File: config.mk
export PLATFORM = sky130hd
export DESIGN_NAME = irq_pending_latch
export DESIGN_NICKNAME = d
export VERILOG_FILES = /design/src/rtl/irq_pkg.sv /design/src/rtl/irq_edge_detect.sv /design/src/rtl/irq_pending_latch.sv
export SDC_FILE = /design/constraint.sdc
export NUM_CORES = 1
export LEC_CHECK = 0
export CAP_MARGIN = 20
export CORE_ASPECT_RATIO = 0.9
export CORE_MARGIN = 2
export CORE_UTILIZATION = 43
export CTS_CLUSTER_DIAMETER = 40
export CTS_CLUSTER_SIZE = 8
export DETAILED_ROUTE_END_ITERATION = 8
export HOLD_SLACK_MARGIN = 0.02
export PLACE_DENSITY = 0.88
export SLEW_MARGIN = 20
export SYNTH_ARGS = -nofsm -noshare
export SYNTH_HDL_FRONTEND = slang
export SYNTH_SLANG_ARGS = --single-unit
File: constraint.sdc
create_clock -name clk -period 1.3 [get_ports clk]
set_input_delay 0.26 -clock clk [delete_from_list [all_inputs] [get_ports clk]]
set_output_delay 0.26 -clock clk [all_outputs]
set_load 0.01 [all_outputs]
File: src/rtl/irq_pkg.sv
// Shared sizing for the interrupt front end and the downstream priority encoder.
package irq_pkg;
    localparam int N_IRQ        = 16;
    localparam int IDX_W        = 4;
    localparam int IRQ_RSVD_BIT = 0;

    // Bit 0 doubles as the encoder's "nothing pending" code, so it never latches.
    localparam logic [N_IRQ-1:0] IRQ_LIVE = ~(N_IRQ'(1) << IRQ_RSVD_BIT);

    function automatic logic [N_IRQ-1:0] idx_onehot(input logic [IDX_W-1:0] idx);
        return N_IRQ'(1) << idx;
    endfunction
endpackage

File: src/rtl/irq_edge_detect.sv
// Rising-edge detector; a line high at reset release counts as an edge.
module irq_edge_detect #(
    parameter int W = 16
) (
    input  logic         clk,
    input  logic         reset_n,
    input  logic [W-1:0] din,
    output logic [W-1:0] rise
);
    logic [W-1:0] irq_q;

    always_ff @(posedge clk or negedge reset_n) begin
        if (!reset_n) irq_q <= '0;
        else          irq_q <= din;
    end

    assign rise = din & ~irq_q;
endmodule

File: src/rtl/irq_pending_latch.sv
// Sticky pending/overflow latch with masked, registered presentation to the encoder.
module irq_pending_latch
    import irq_pkg::*;
(
    input  logic             clk,
    input  logic             reset_n,
    input  logic [N_IRQ-1:0] irq_in,
    input  logic [N_IRQ-1:0] irq_mask,
    input  logic             global_en,
    input  logic             ack_valid,
    input  logic [IDX_W-1:0] ack_idx,
    output logic [N_IRQ-1:0] encoder_in,
    output logic             enable,
    output logic [N_IRQ-1:0] pending,
    output logic [N_IRQ-1:0] overflow
);
    logic [N_IRQ-1:0] rise, evt, clr, vis, pending_d, overflow_d;

    irq_edge_detect #(.W(N_IRQ)) u_edge (
        .clk     (clk),
        .reset_n (reset_n),
        .din     (irq_in),
        .rise    (rise)
    );

    always_comb begin
        evt = rise & IRQ_LIVE;
        clr = '0;
        if (ack_valid) clr = idx_onehot(ack_idx) & IRQ_LIVE;
        // A fresh edge in the ack cycle re-pends without counting as lost.
        pending_d  = ((pending & ~clr) | evt) & IRQ_LIVE;
        overflow_d = ((overflow & ~clr) | (evt & pending & ~clr)) & IRQ_LIVE;
    end

    assign vis = pending & ~irq_mask;

    always_ff @(posedge clk or negedge reset_n) begin
        if (!reset_n) begin
            pending    <= '0;
            overflow   <= '0;
            encoder_in <= '0;
            enable     <= 1'b0;
        end else begin
            pending    <= pending_d;
            overflow   <= overflow_d;
            encoder_in <= vis;
            enable     <= global_en & (|vis);
        end
    end
endmodule

==> flow_summary.rst <==
.. list-table::
   :header-rows: 1

   * - Metric
     - Value
   * - CTS tree
     - yes
   * - Proportion of register bits with asynchronous set or reset after synthesis
     - 1.000
   * - Reg-to-reg endpoint
     - enable
   * - Total of endpoints with negative setup slack in the final report
     - 0
   * - Proportion of layout cells with a drive suffix above 1
     - 0.1531
   * - Count of buffers from port buffering
     - 83
   * - Starting density of the core
     - 0.4545
   * - Data arrival time of the critical path
     - 1490 ps
   * - Layout Utilization
     - 0.6984
   * - Crit. End Element
     - register
   * - Cell with the largest stage delay on the worst path
     - sky130_fd_sc_hd__dfrtp_1
   * - Number of pins exceeding their max-slew limit in the final report
     - 0
   * - Core Rows
     - 24
   * - Clock edge transition at the registers on the reported setup and hold paths
     - approximately 60 ps
   * - Startpoint type of the worst setup path
     - register
   * - Largest incremental delay on the critical path
     - about 410 ps
   * - Diodes inserted
     - 0
   * - Reg2reg start
     - pending[1]
   * - Initial antenna violation count
     - 0
   * - Level count of the clock H-tree
     - 3
   * - Netlist area before placement
     - 0.002238 mm2
   * - Yosys warning count
     - 0
   * - Number of inserted filler cells in the final layout
     - 386
   * - Library cell occupying the most area in the post-synthesis netlist
     - sky130_fd_sc_hd__dfrtp_1
   * - Syn Area/Cell
     - 12.79 um2
   * - Required time worst endpoint
     - around 1500 ps
   * - Nets
     - 330
   * - Root buffer selected by CTS
     - sky130_fd_sc_hd__clkbuf_8
   * - Initial DRC Count
     - 105
   * - Worst Hold Path EP
     - u_edge.irq_q[4]
   * - Kind of cell with the highest combined delay on the critical path
     - simple AND/OR/NAND/NOR gates
   * - Detailed Route WL
     - between 5 and 6 mm
   * - Worst Setup Path Type
     - register to register
   * - IO Pins
     - 89
   * - Reported leakage power
     - 1.459 nW
   * - Final hold viol count
     - 0
   * - First-pass GRT wire length
     - 8.625 mm
   * - Worst Hold Class
     - input port to register
   * - GRT Util Overall
     - 0.2073
   * - Number of detailed-routing iterations run before antenna repair
     - 4
   * - DRC violations left
     - 0
   * - Post-DP HPWL
     - 3.864 mm
   * - Routability congestion estimate from global placement
     - 0.8525
   * - Floorplan Core Area
     - approximately 0.0049 mm2
   * - Startpoint of the worst hold path
     - irq_in[4]
   * - Number of unique standard cell types used by synthesis
     - 21
   * - Setup repair after global routing missed its margin
     - yes
   * - Peak supply drop
     - approximately 0.83 mV
   * - EDFF count, synth
     - 0
   * - Number of sinks handled by clock tree synthesis
     - between 60 and 70
   * - Largest net degree at the start of global routing
     - just over 60
   * - Buffers plus inverters on the worst setup path
     - 1
   * - Seq/Total Area, Yosys
     - 0.6819
   * - Via count of the first global-routing pass
     - 1,744
   * - Detail Route Antenna Nets
     - 0
   * - Ranking of synthesized cells by area
     - sky130_fd_sc_hd__dfrtp_1, sky130_fd_sc_hd__nor2b_1, sky130_fd_sc_hd__a21oi_1
   * - Outcome
     - completed
   * - Leading cell type by number of instances after synthesis
     - sky130_fd_sc_hd__dfrtp_1
   * - Max-Cap Viols
     - 0
   * - Die Outline Area
     - 0.005799 mm2
   * - Number of clock buffers inserted by TritonCTS
     - 9
   * - Area fraction of the dominant cell type after synthesis
     - 0.6819
   * - PwrDens
     - between 1000 and 1500 mW/mm2
   * - Latest clock arrival within the worst-skew pair
     - approximately 330 ps
   * - Synthesis-to-finish area growth
     - 53.66%
   * - Setup_tns
     - 0 ps
   * - Overall power
     - 4.162 mW
   * - Ordered list of cells on the worst path
     - nor2b_1 -> nor4_2 -> buf_4 -> a41oi_1
   * - Final period utilization
     - 0.9940
   * - Number of cells on the worst reg-to-reg path
     - 4
   * - Total vias in the final route
     - around 1,800
   * - Number of cells traversed by the worst hold path
     - 1
   * - Overall overflow remaining after global route
     - 0
   * - Via/cell ratio
     - just under 5
   * - Chip width
     - roughly 80 um
   * - Most frequently used flop master after synthesis
     - sky130_fd_sc_hd__dfrtp_1
   * - DR WL/cell
     - 15.37 um
   * - Worst R2R Setup Slack
     - a little under 8 ps
   * - Top cells by count, synth
     - sky130_fd_sc_hd__dfrtp_1, sky130_fd_sc_hd__nor2b_1, sky130_fd_sc_hd__a21oi_1, sky130_fd_sc_hd__a21o_1, sky130_fd_sc_hd__nand2_1
   * - Worst clock skew on the final layout
     - 3.517 ps
   * - Maximum achievable frequency
     - just under 800 MHz
   * - Shortest clock period the worst path allows after layout
     - around 1300 ps
   * - Worst-path fanout max
     - 4
   * - Synthesized instance count
     - 175
   * - FF+latch count, synth
     - 61
   * - Clock Path Buffers
     - 2
   * - Floorplan die height
     - 72.45 um
[sequential cells by signal (all words and copies together), names as in the netlist]
| name | cells |
|---|---|
| encoder_in | 15 |
| overflow | 15 |
| pending | 15 |
| u_edge.irq_q | 15 |
| enable | 1 |
[report_power, final]
part / total, mW / internal (mW) / leakage (nW) / switching [mW]
clock: 1.40 / 0.728 / 0.0833 / 0.674
combinational: 0.659 / 0.362 / 0.728 / 0.297
sequential: 2.10 / 2.03 / 0.648 / 0.0667
[metrics by stage]
stage / instance area, um2 / hold slack, ps / worst slack, ps / std cells
2_1_floorplan: 2246 / -35.59 / 219.5 / 177
3_3_place_gp: 3169 / 283.6 / -303.1 / 327
6_report: 3440 / 387.5 / 7.833 / 359
3_5_place_dp: 3169 / 291.4 / -289.8 / 327
4_1_cts: 3371 / 373.6 / 0.8717 / 353
5_1_grt: 3440 / 376.6 / -22.47 / 359
[layer usage]
layer,part of all wire,global-route usage,vias up
met3,0.052,0.05224,14
met2,0.50,0.3167,62
li1,-,-,821
met5,0,0,-
met4,0.030,0.1356,0
met1,0.42,0.2636,869
[final cells by class]
type,instances,area (um2),share of cell area
clock inverter,2,10.01,0.002910
multi-input combinational,104,631.9,0.1837
clock buffer,13,148.9,0.04329
tap,65,81.33,0.02364
timing repair buffer,112,1033,0.3005
sequential,61,1526,0.4438
inverter,2,7.507,0.002183
[worst max-delay path by stage]
stage                      startpoint     end  slack (ps)  cells past startpoint
after floorplan            pending[6]  enable         220                      3
after global placement    irq_mask[6]  enable        -300                      5
after detailed placement  irq_mask[6]  enable        -290                      5
after CTS                  pending[6]  enable         0.9                      4
after global routing       pending[1]  enable         -20                      4
final                      pending[1]  enable           8                      4
[placed cells by master (no fill, tap or decap)]
master,instances
sky130_fd_sc_hd__dfrtp_1,61
sky130_fd_sc_hd__clkdlybuf4s50_1,36
sky130_fd_sc_hd__nor2b_1,29
sky130_fd_sc_hd__buf_4,27
sky130_fd_sc_hd__clkdlybuf4s15_1,26
sky130_fd_sc_hd__a21oi_1,25
sky130_fd_sc_hd__dlygate4sd2_1,20
sky130_fd_sc_hd__a21o_1,14
sky130_fd_sc_hd__nand2_1,11
sky130_fd_sc_hd__clkbuf_8,10
sky130_fd_sc_hd__a31oi_1,5
sky130_fd_sc_hd__nand3_1,3
sky130_fd_sc_hd__conb_1,3
sky130_fd_sc_hd__clkbuf_1,3
sky130_fd_sc_hd__and2b_1,2
sky130_fd_sc_hd__and3b_1,2
sky130_fd_sc_hd__inv_1,2
sky130_fd_sc_hd__nor4_1,2
sky130_fd_sc_hd__clkinv_2,2
sky130_fd_sc_hd__and3_1,1
sky130_fd_sc_hd__nor2_2,1
sky130_fd_sc_hd__nor3b_4,1
sky130_fd_sc_hd__nor4_2,1
sky130_fd_sc_hd__nor3_1,1
sky130_fd_sc_hd__a41oi_1,1
sky130_fd_sc_hd__nand3_2,1
sky130_fd_sc_hd__a22o_1,1
sky130_fd_sc_hd__dlygate4sd3_1,1
sky130_fd_sc_hd__buf_2,1
sky130_fd_sc_hd__buf_12,1
[worst register-to-register path: stages, from the launching register on]
cell and delay, ps:
sky130_fd_sc_hd__dfrtp_1 410, sky130_fd_sc_hd__nor2b_1 170, sky130_fd_sc_hd__nor4_2 310, sky130_fd_sc_hd__buf_4 160, sky130_fd_sc_hd__a41oi_1 100
[repair_timing]
action / in CTS / in global routing
hold buffers: 1 / 0
pin swaps: 0 / 2
gates resized for setup: 54 / 19
buffers inserted: 10 / 6
setup endpoints to repair: 47 / 23
hold endpoints to repair: 61 / 0
[logic make-up (layout without fill, tap and decap cells)]
logic type,after synthesis,after routing,share of synthesized area
DFF,61,61,0.6819
and+or+nand+nor,55,55,0.1498
AOI/OAI and AO/OA,46,46,0.1247
buffers and inverters,12,129,0.04192
other,1,3,0.001675
No activity file was read; power rests on OpenSTA's default activity.
